**src/rtl/i8088_bus_pkg.sv**
```systemverilog
// Shared types and helpers for the 8088 minimum-mode bus slave.
// Address widths, FSM states and the window-match function.
package i8088_bus_pkg;

  localparam int MEM_AW = 20;
  localparam int IO_AW  = 16;

  typedef enum logic [2:0] {
    IDLE,
    ADDR,
    REQ,
    WAIT,
    HOLD
  } bus_slv_state_t;

  function automatic logic in_window(
    input logic [19:0] addr,
    input logic [19:0] base,
    input int          size_log2
  );
    return (addr >> size_log2) == (base >> size_log2);
  endfunction

endpackage

```
**src/rtl/i8088_wait_ctr.sv**
```systemverilog
// Saturating wait-state counter for the bus slave.
// Loading counts the strobe-sample cycle as the first wait cycle.
module i8088_wait_ctr (
  input  logic       CLK,
  input  logic       RESET,
  input  logic       clr,
  input  logic       en,
  input  logic [3:0] limit,
  output logic       done
);

  logic [3:0] cnt_q;

  always_ff @(posedge CLK) begin
    if (RESET) begin
      cnt_q <= 4'd0;
    end else if (clr) begin
      cnt_q <= (limit != 4'd0) ? 4'd1 : 4'd0;
    end else if (en && cnt_q != limit) begin
      cnt_q <= cnt_q + 4'd1;
    end
  end

  assign done = (cnt_q == limit);

endmodule

```
**src/rtl/i8088_bus_slave.sv**
```systemverilog
// Peripheral-side slave for the 8088 bus: address decode, wait states,
// and conversion of each selected strobe into one local req/ack transfer.
module i8088_bus_slave
  import i8088_bus_pkg::*;
#(
  parameter int          IO_SPACE    = 0,
  parameter logic [19:0] BASE_ADDR   = 20'hF0000,
  parameter int          SIZE_LOG2   = 12,
  parameter int          WAIT_STATES = 1
) (
  input  logic                 CLK,
  input  logic                 RESET,
  input  logic                 ALE,
  input  logic                 IOM,
  input  logic                 RD,
  input  logic                 WR,
  input  logic [11:0]          A,
  input  logic [7:0]           ad_in,
  output logic [7:0]           ad_out,
  output logic                 ad_oe,
  output logic                 READY,
  output logic                 mem_req,
  output logic                 mem_we,
  output logic [SIZE_LOG2-1:0] mem_addr,
  output logic [7:0]           mem_wdata,
  input  logic [7:0]           mem_rdata,
  input  logic                 mem_ack,
  output logic                 bus_err
);

  localparam int W = (IO_SPACE != 0) ? IO_AW : MEM_AW;
  localparam logic [19:0] WMASK = 20'((1 << W) - 1);

  bus_slv_state_t state_q, state_d;

  logic [SIZE_LOG2-1:0] offs_q;
  logic                 sel_q;
  logic                 stale_q;
  logic                 ack_seen_q;
  logic [7:0]           ad_out_q;
  logic                 ad_oe_q;
  logic                 ready_q;
  logic                 req_q;
  logic                 we_q;
  logic [SIZE_LOG2-1:0] maddr_q;
  logic [7:0]           wdata_q;
  logic                 err_q;

  logic [19:0] bus_addr;
  logic        sel_now;
  logic        go;
  logic        err;
  logic        leave;
  logic        done;

  assign bus_addr = {A, ad_in} & WMASK;
  assign sel_now  = (IOM == (IO_SPACE != 0)) &&
                    in_window(bus_addr, BASE_ADDR & WMASK, SIZE_LOG2);

  // A pending stale ack blocks new requests so acks never cross accesses.
  assign go    = (state_q == ADDR) && !ALE && sel_q &&
                 (RD ^ WR) && !stale_q;
  assign err   = (state_q == ADDR) && !ALE && sel_q && !RD && !WR;
  assign leave = (state_q == WAIT) && !ALE && done &&
                 (ack_seen_q || mem_ack);

  i8088_wait_ctr u_wait (
    .CLK   (CLK),
    .RESET (RESET),
    .clr   (go),
    .en    ((state_q == REQ) || (state_q == WAIT)),
    .limit (4'(WAIT_STATES)),
    .done  (done)
  );

  always_comb begin
    state_d = state_q;
    if (ALE) begin
      state_d = ADDR;
    end else begin
      unique case (state_q)
        IDLE: state_d = IDLE;
        ADDR: begin
          if (err)     state_d = HOLD;
          else if (go) state_d = REQ;
        end
        REQ:  state_d = WAIT;
        WAIT: if (leave) state_d = HOLD;
        HOLD: if (RD && WR) state_d = IDLE;
        default: state_d = IDLE;
      endcase
    end
  end

  always_ff @(posedge CLK) begin
    if (RESET) begin
      state_q    <= IDLE;
      offs_q     <= '0;
      sel_q      <= 1'b0;
      stale_q    <= 1'b0;
      ack_seen_q <= 1'b0;
      ad_out_q   <= 8'h00;
      ad_oe_q    <= 1'b0;
      ready_q    <= 1'b1;
      req_q      <= 1'b0;
      we_q       <= 1'b0;
      maddr_q    <= '0;
      wdata_q    <= 8'h00;
      err_q      <= 1'b0;
    end else begin
      state_q <= state_d;
      req_q   <= go;
      if (ALE) begin
        offs_q <= bus_addr[SIZE_LOG2-1:0];
        sel_q  <= sel_now;
      end
      if (go) begin
        we_q       <= ~WR;
        maddr_q    <= offs_q;
        ready_q    <= 1'b0;
        ack_seen_q <= 1'b0;
        if (!WR) wdata_q <= ad_in;
      end
      if (err) err_q <= 1'b1;
      if (state_q == WAIT && mem_ack) begin
        ack_seen_q <= 1'b1;
        if (!we_q) ad_out_q <= mem_rdata;
      end
      if (leave) begin
        ready_q <= 1'b1;
        ad_oe_q <= ~we_q & ~RD;
      end
      if (state_q == HOLD) ad_oe_q <= ad_oe_q & ~RD;
      if (stale_q && mem_ack) stale_q <= 1'b0;
      // Abort: an ack still owed to the dropped access must be swallowed.
      if (ALE) begin
        ready_q <= 1'b1;
        ad_oe_q <= 1'b0;
        if (state_q == REQ ||
            (state_q == WAIT && !ack_seen_q && !mem_ack))
          stale_q <= 1'b1;
      end
    end
  end

  assign ad_out    = ad_out_q;
  assign ad_oe     = ad_oe_q;
  assign READY     = ready_q;
  assign mem_req   = req_q;
  assign mem_we    = we_q;
  assign mem_addr  = maddr_q;
  assign mem_wdata = wdata_q;
  assign bus_err   = err_q;

endmodule

```
**config.mk**
```make
export PLATFORM = sky130hd
export DESIGN_NAME = i8088_bus_slave
export DESIGN_NICKNAME = d
export VERILOG_FILES = /design/src/rtl/i8088_bus_pkg.sv /design/src/rtl/i8088_wait_ctr.sv /design/src/rtl/i8088_bus_slave.sv
export SDC_FILE = /design/constraint.sdc
export NUM_CORES = 1
export LEC_CHECK = 0
export ABC_CLOCK_PERIOD_IN_PS = 2500
export CAP_MARGIN = 20
export CORE_MARGIN = 1
export CORE_UTILIZATION = 45
export CTS_CLUSTER_SIZE = 30
export DETAILED_ROUTE_END_ITERATION = 6
export PLACE_DENSITY = 0.87
export SLEW_MARGIN = 20
export SYNTH_ARGS = -nofsm -noshare
export SYNTH_HDL_FRONTEND = slang
export SYNTH_SLANG_ARGS = --single-unit
```
**constraint.sdc**
```tcl
create_clock -name CLK -period 2.5 [get_ports CLK]
set_input_delay 0.375 -clock CLK [delete_from_list [all_inputs] [get_ports CLK]]
set_output_delay 0.375 -clock CLK [all_outputs]
set_load 0.01 [all_outputs]
```
==> reports/results.ini <==
[synthesis]
synth_fp_nets = 270
number_of_flops_mapped_to_enable_cells_by_yosys = 0
syn-cell-area_mm2 = 0.00211
post_synth.cell_area_avg_um2 = 9.10
synth-warning-count = 0
synth_top_area_cell = sky130_fd_sc_hd__dfxtp_1
yosys_register_bits = 55
synth_area_leaders = sky130_fd_sc_hd__dfxtp_1, sky130_fd_sc_hd__mux2i_1, sky130_fd_sc_hd__a21oi_1, sky130_fd_sc_hd__nand2_1, sky130_fd_sc_hd__nor2_1
synth_top_cell_area_share_pct = 52.1
synth_top_flop_cell = sky130_fd_sc_hd__dfxtp_1
netlist_instances = 232
synth-seq-area-share_pct = 52.1
post_synth_most_frequent_cells = sky130_fd_sc_hd__dfxtp_1, sky130_fd_sc_hd__nand2_1, sky130_fd_sc_hd__nor2_1, sky130_fd_sc_hd__a21oi_1, sky130_fd_sc_hd__mux2i_1
ys_async_sr_fraction_pct = 0
yosys.cell_count.top_type = sky130_fd_sc_hd__dfxtp_1
synth.distinct_cells = 42

[global_routing]
global_router_s_overall_resource_usage_pct = 21.3
grt_overflow = 0
grt_start_max_net_pins = 54
grt_antenna_before_repair = 0
first_pass_grt_wire_length_um = 8200
first_global_vias = 1764

[placed_design]
detailedPlace.worstSlack_ps = 25.8
hpwlAfterDp_um = 3490
place.gp.congestion = 0.832
numPortBuffers = 67

[finish]
insertedDiodeCount = 0
layout.nets = 338
layout_stage_area_growth_over_the_synthesis_result_pct = 40.0
drive_above_1_share_pct = 6.98

[sta]
report.final.slew_viol_count = 0
setup_viol = 0
clock-skew-final_ps = 4.84
rsz0062_at_grt = no
measured_slew_at_the_worst_slew_check_pin_ps = 917
finalCriticalPeriod_ps = 2170
max_slew_margin_pct = 38.9
tns_ps = 0
timing.final.ws_setup_ps = 327
fmaxAchievable_mhz = 460
hold_viol = 0
post-route-period-util_pct = 86.9

[floorplan]
floorplan.die.width_um = 70.5
fp.dieH_um = 70.5
row_count = 24
initial_utilization_pct = 47.5
coreArea_mm2 = 0.00444
io_pins = 68
die_area_mm2 = 0.00497

[worst_setup_path]
worstSetupStartpoint = WR
critical_path_required_ps = 2660
rr_endpoint = state_q[2]
worstReg2RegStart = u_wait.cnt_q[0]
reg2reg_setup_slack_ps = 460
timing_worst_setup_path_type = primary input to flop
crit_path_end_kind = flop
worstRegToRegCells = 4
worst-path-max-fanout = 16
critPathLaunchType = primary input
timing.critical_path.to = mem_wdata[5]
crit_arrival_ps = 2330

[power_and_ir_drop]
power_density_mw_per_mm2 = 547
leakage_power_summed_over_all_cells_nw = 1.08
max-vdd-ir-drop_mv = 0.439

[worst_hold_path]
worst_hold_path_type = flop to flop
hp-start = offs_q[1]

[routing]
drt-wirelength-per-cell_um = 13.9
drt-pass1-iter-count = 6
detail_route.drc_violations = 4
routed_wl_um = 4920
drtIter0Drc = 163
route.vias.total = 1857
drtAntennaViolNets = 0
via_per_inst = 5.26

[clock_network]
htreeDepth = 2
tritoncts_clock_tree = yes
ctsResizeCount = 0
cts_setup_buffers = 0
numCtsBuffers = 5
clock_path_buffers = 2
post_cts_hold_buffer_count = 0
clock-root-buffer = sky130_fd_sc_hd__clkbuf_8
insertion_delay_ps = 310
cts_sinks = 55
cts.clk_slew.worst_paths_ps = 90

[job]
cap_viol_max_count = 0

[run_status]
outcome = finished with violations
violations = design-rule violations

==> layout by cell type (no fill, tap or decap), drive strengths merged, types with 2 or more instances in the layout <==
master and count:
nand4b 2, nand2 34, clkbuf 6, and2 2
nor2 30, dfxtp 55, o21ai 11, nor3 2
or3b 2, mux2i 20, ha 3, clkdlybuf4s50 66
buf 9, nor4 2, a21oi 28, inv 6
==> area by class of cell <==
class,instances,area [um2]
clock buffer,6,82.6
timing repair buffer,75,726
sequential,55,1100
clock inverter,2,35.0
tap,52,65.1
fill,368,1490
multi-input combinational,157,925
inverter,6,22.5
==> per-stage QoR <==
step	instances	utilization, %	cell area, um2	hold WS (ps)	power [mW]
6_report	353	66.5	2960	457	1.62
5_1_grt	353	66.5	2960	469	1.67
4_1_cts	353	66.5	2960	459	1.63
3_5_place_dp	345	63.9	2840	445	1.03
3_3_place_gp	345	63.9	2840	435	1.03
2_1_floorplan	232	-	2110	431	0.961
==> how the worst min path moves through the flow <==
stage | end | slack [ps] | cells after the start
2_1_floorplan | mem_addr[0] | 430 | 2
3_3_place_gp | bus_err | 440 | 2
3_5_place_dp | mem_addr[5] | 450 | 2
4_1_cts | mem_addr[5] | 460 | 2
5_1_grt | mem_addr[3] | 470 | 2
6_report | mem_addr[1] | 460 | 2
==> metal layers <==
| metal | global-route usage, % | part of all wire [%] | vias up | wire length, um |
|---|---|---|---|---|
| met4 | 9.07 | 2.3 | 0 | 115 |
| li1 | - | - | 929 | - |
| met1 | 24.7 | 41 | 864 | 2020 |
| met2 | 36.7 | 51 | 56 | 2480 |
| met3 | 6.20 | 6.1 | 8 | 301 |
| met5 | 0 | 0 | - | 0 |
==> worst max-delay path: stages <==
cell and delay, ps:
sky130_fd_sc_hd__clkdlybuf4s50_1 430, sky130_fd_sc_hd__ha_1 310, sky130_fd_sc_hd__or4bb_1 500, sky130_fd_sc_hd__or2_1 260, sky130_fd_sc_hd__buf_4 200, sky130_fd_sc_hd__o21ai_0 170, sky130_fd_sc_hd__a21oi_1 80
==> cells by family after synthesis <==
kind of cell	share of synthesized area, %
buf+inv	4.09
flops	52.1
xor+xnor	0.830
mux	9.48
simple gates	19.1
compound gates	12.6
fa+ha+maj	1.78
==> report_power, final <==
part / internal (mW) / switching [mW] / leakage, nW
Combinational: 0.0663 / 0.0473 / 0.569
Clock: 0.324 / 0.284 / 0.0612
Sequential: 0.888 / 0.00672 / 0.446
==> state kept, by name (all words and copies together) (netlist names) <==
register	flops
READY	1
ack_seen_q	1
ad_oe	1
ad_out	8
bus_err	1
mem_addr	12
mem_req	1
mem_wdata	8
mem_we	1
offs_q	12
sel_q	1
stale_q	1
state_q	3
u_wait.cnt_q	4
Note: power is estimated with default switching activity, not from simulation.
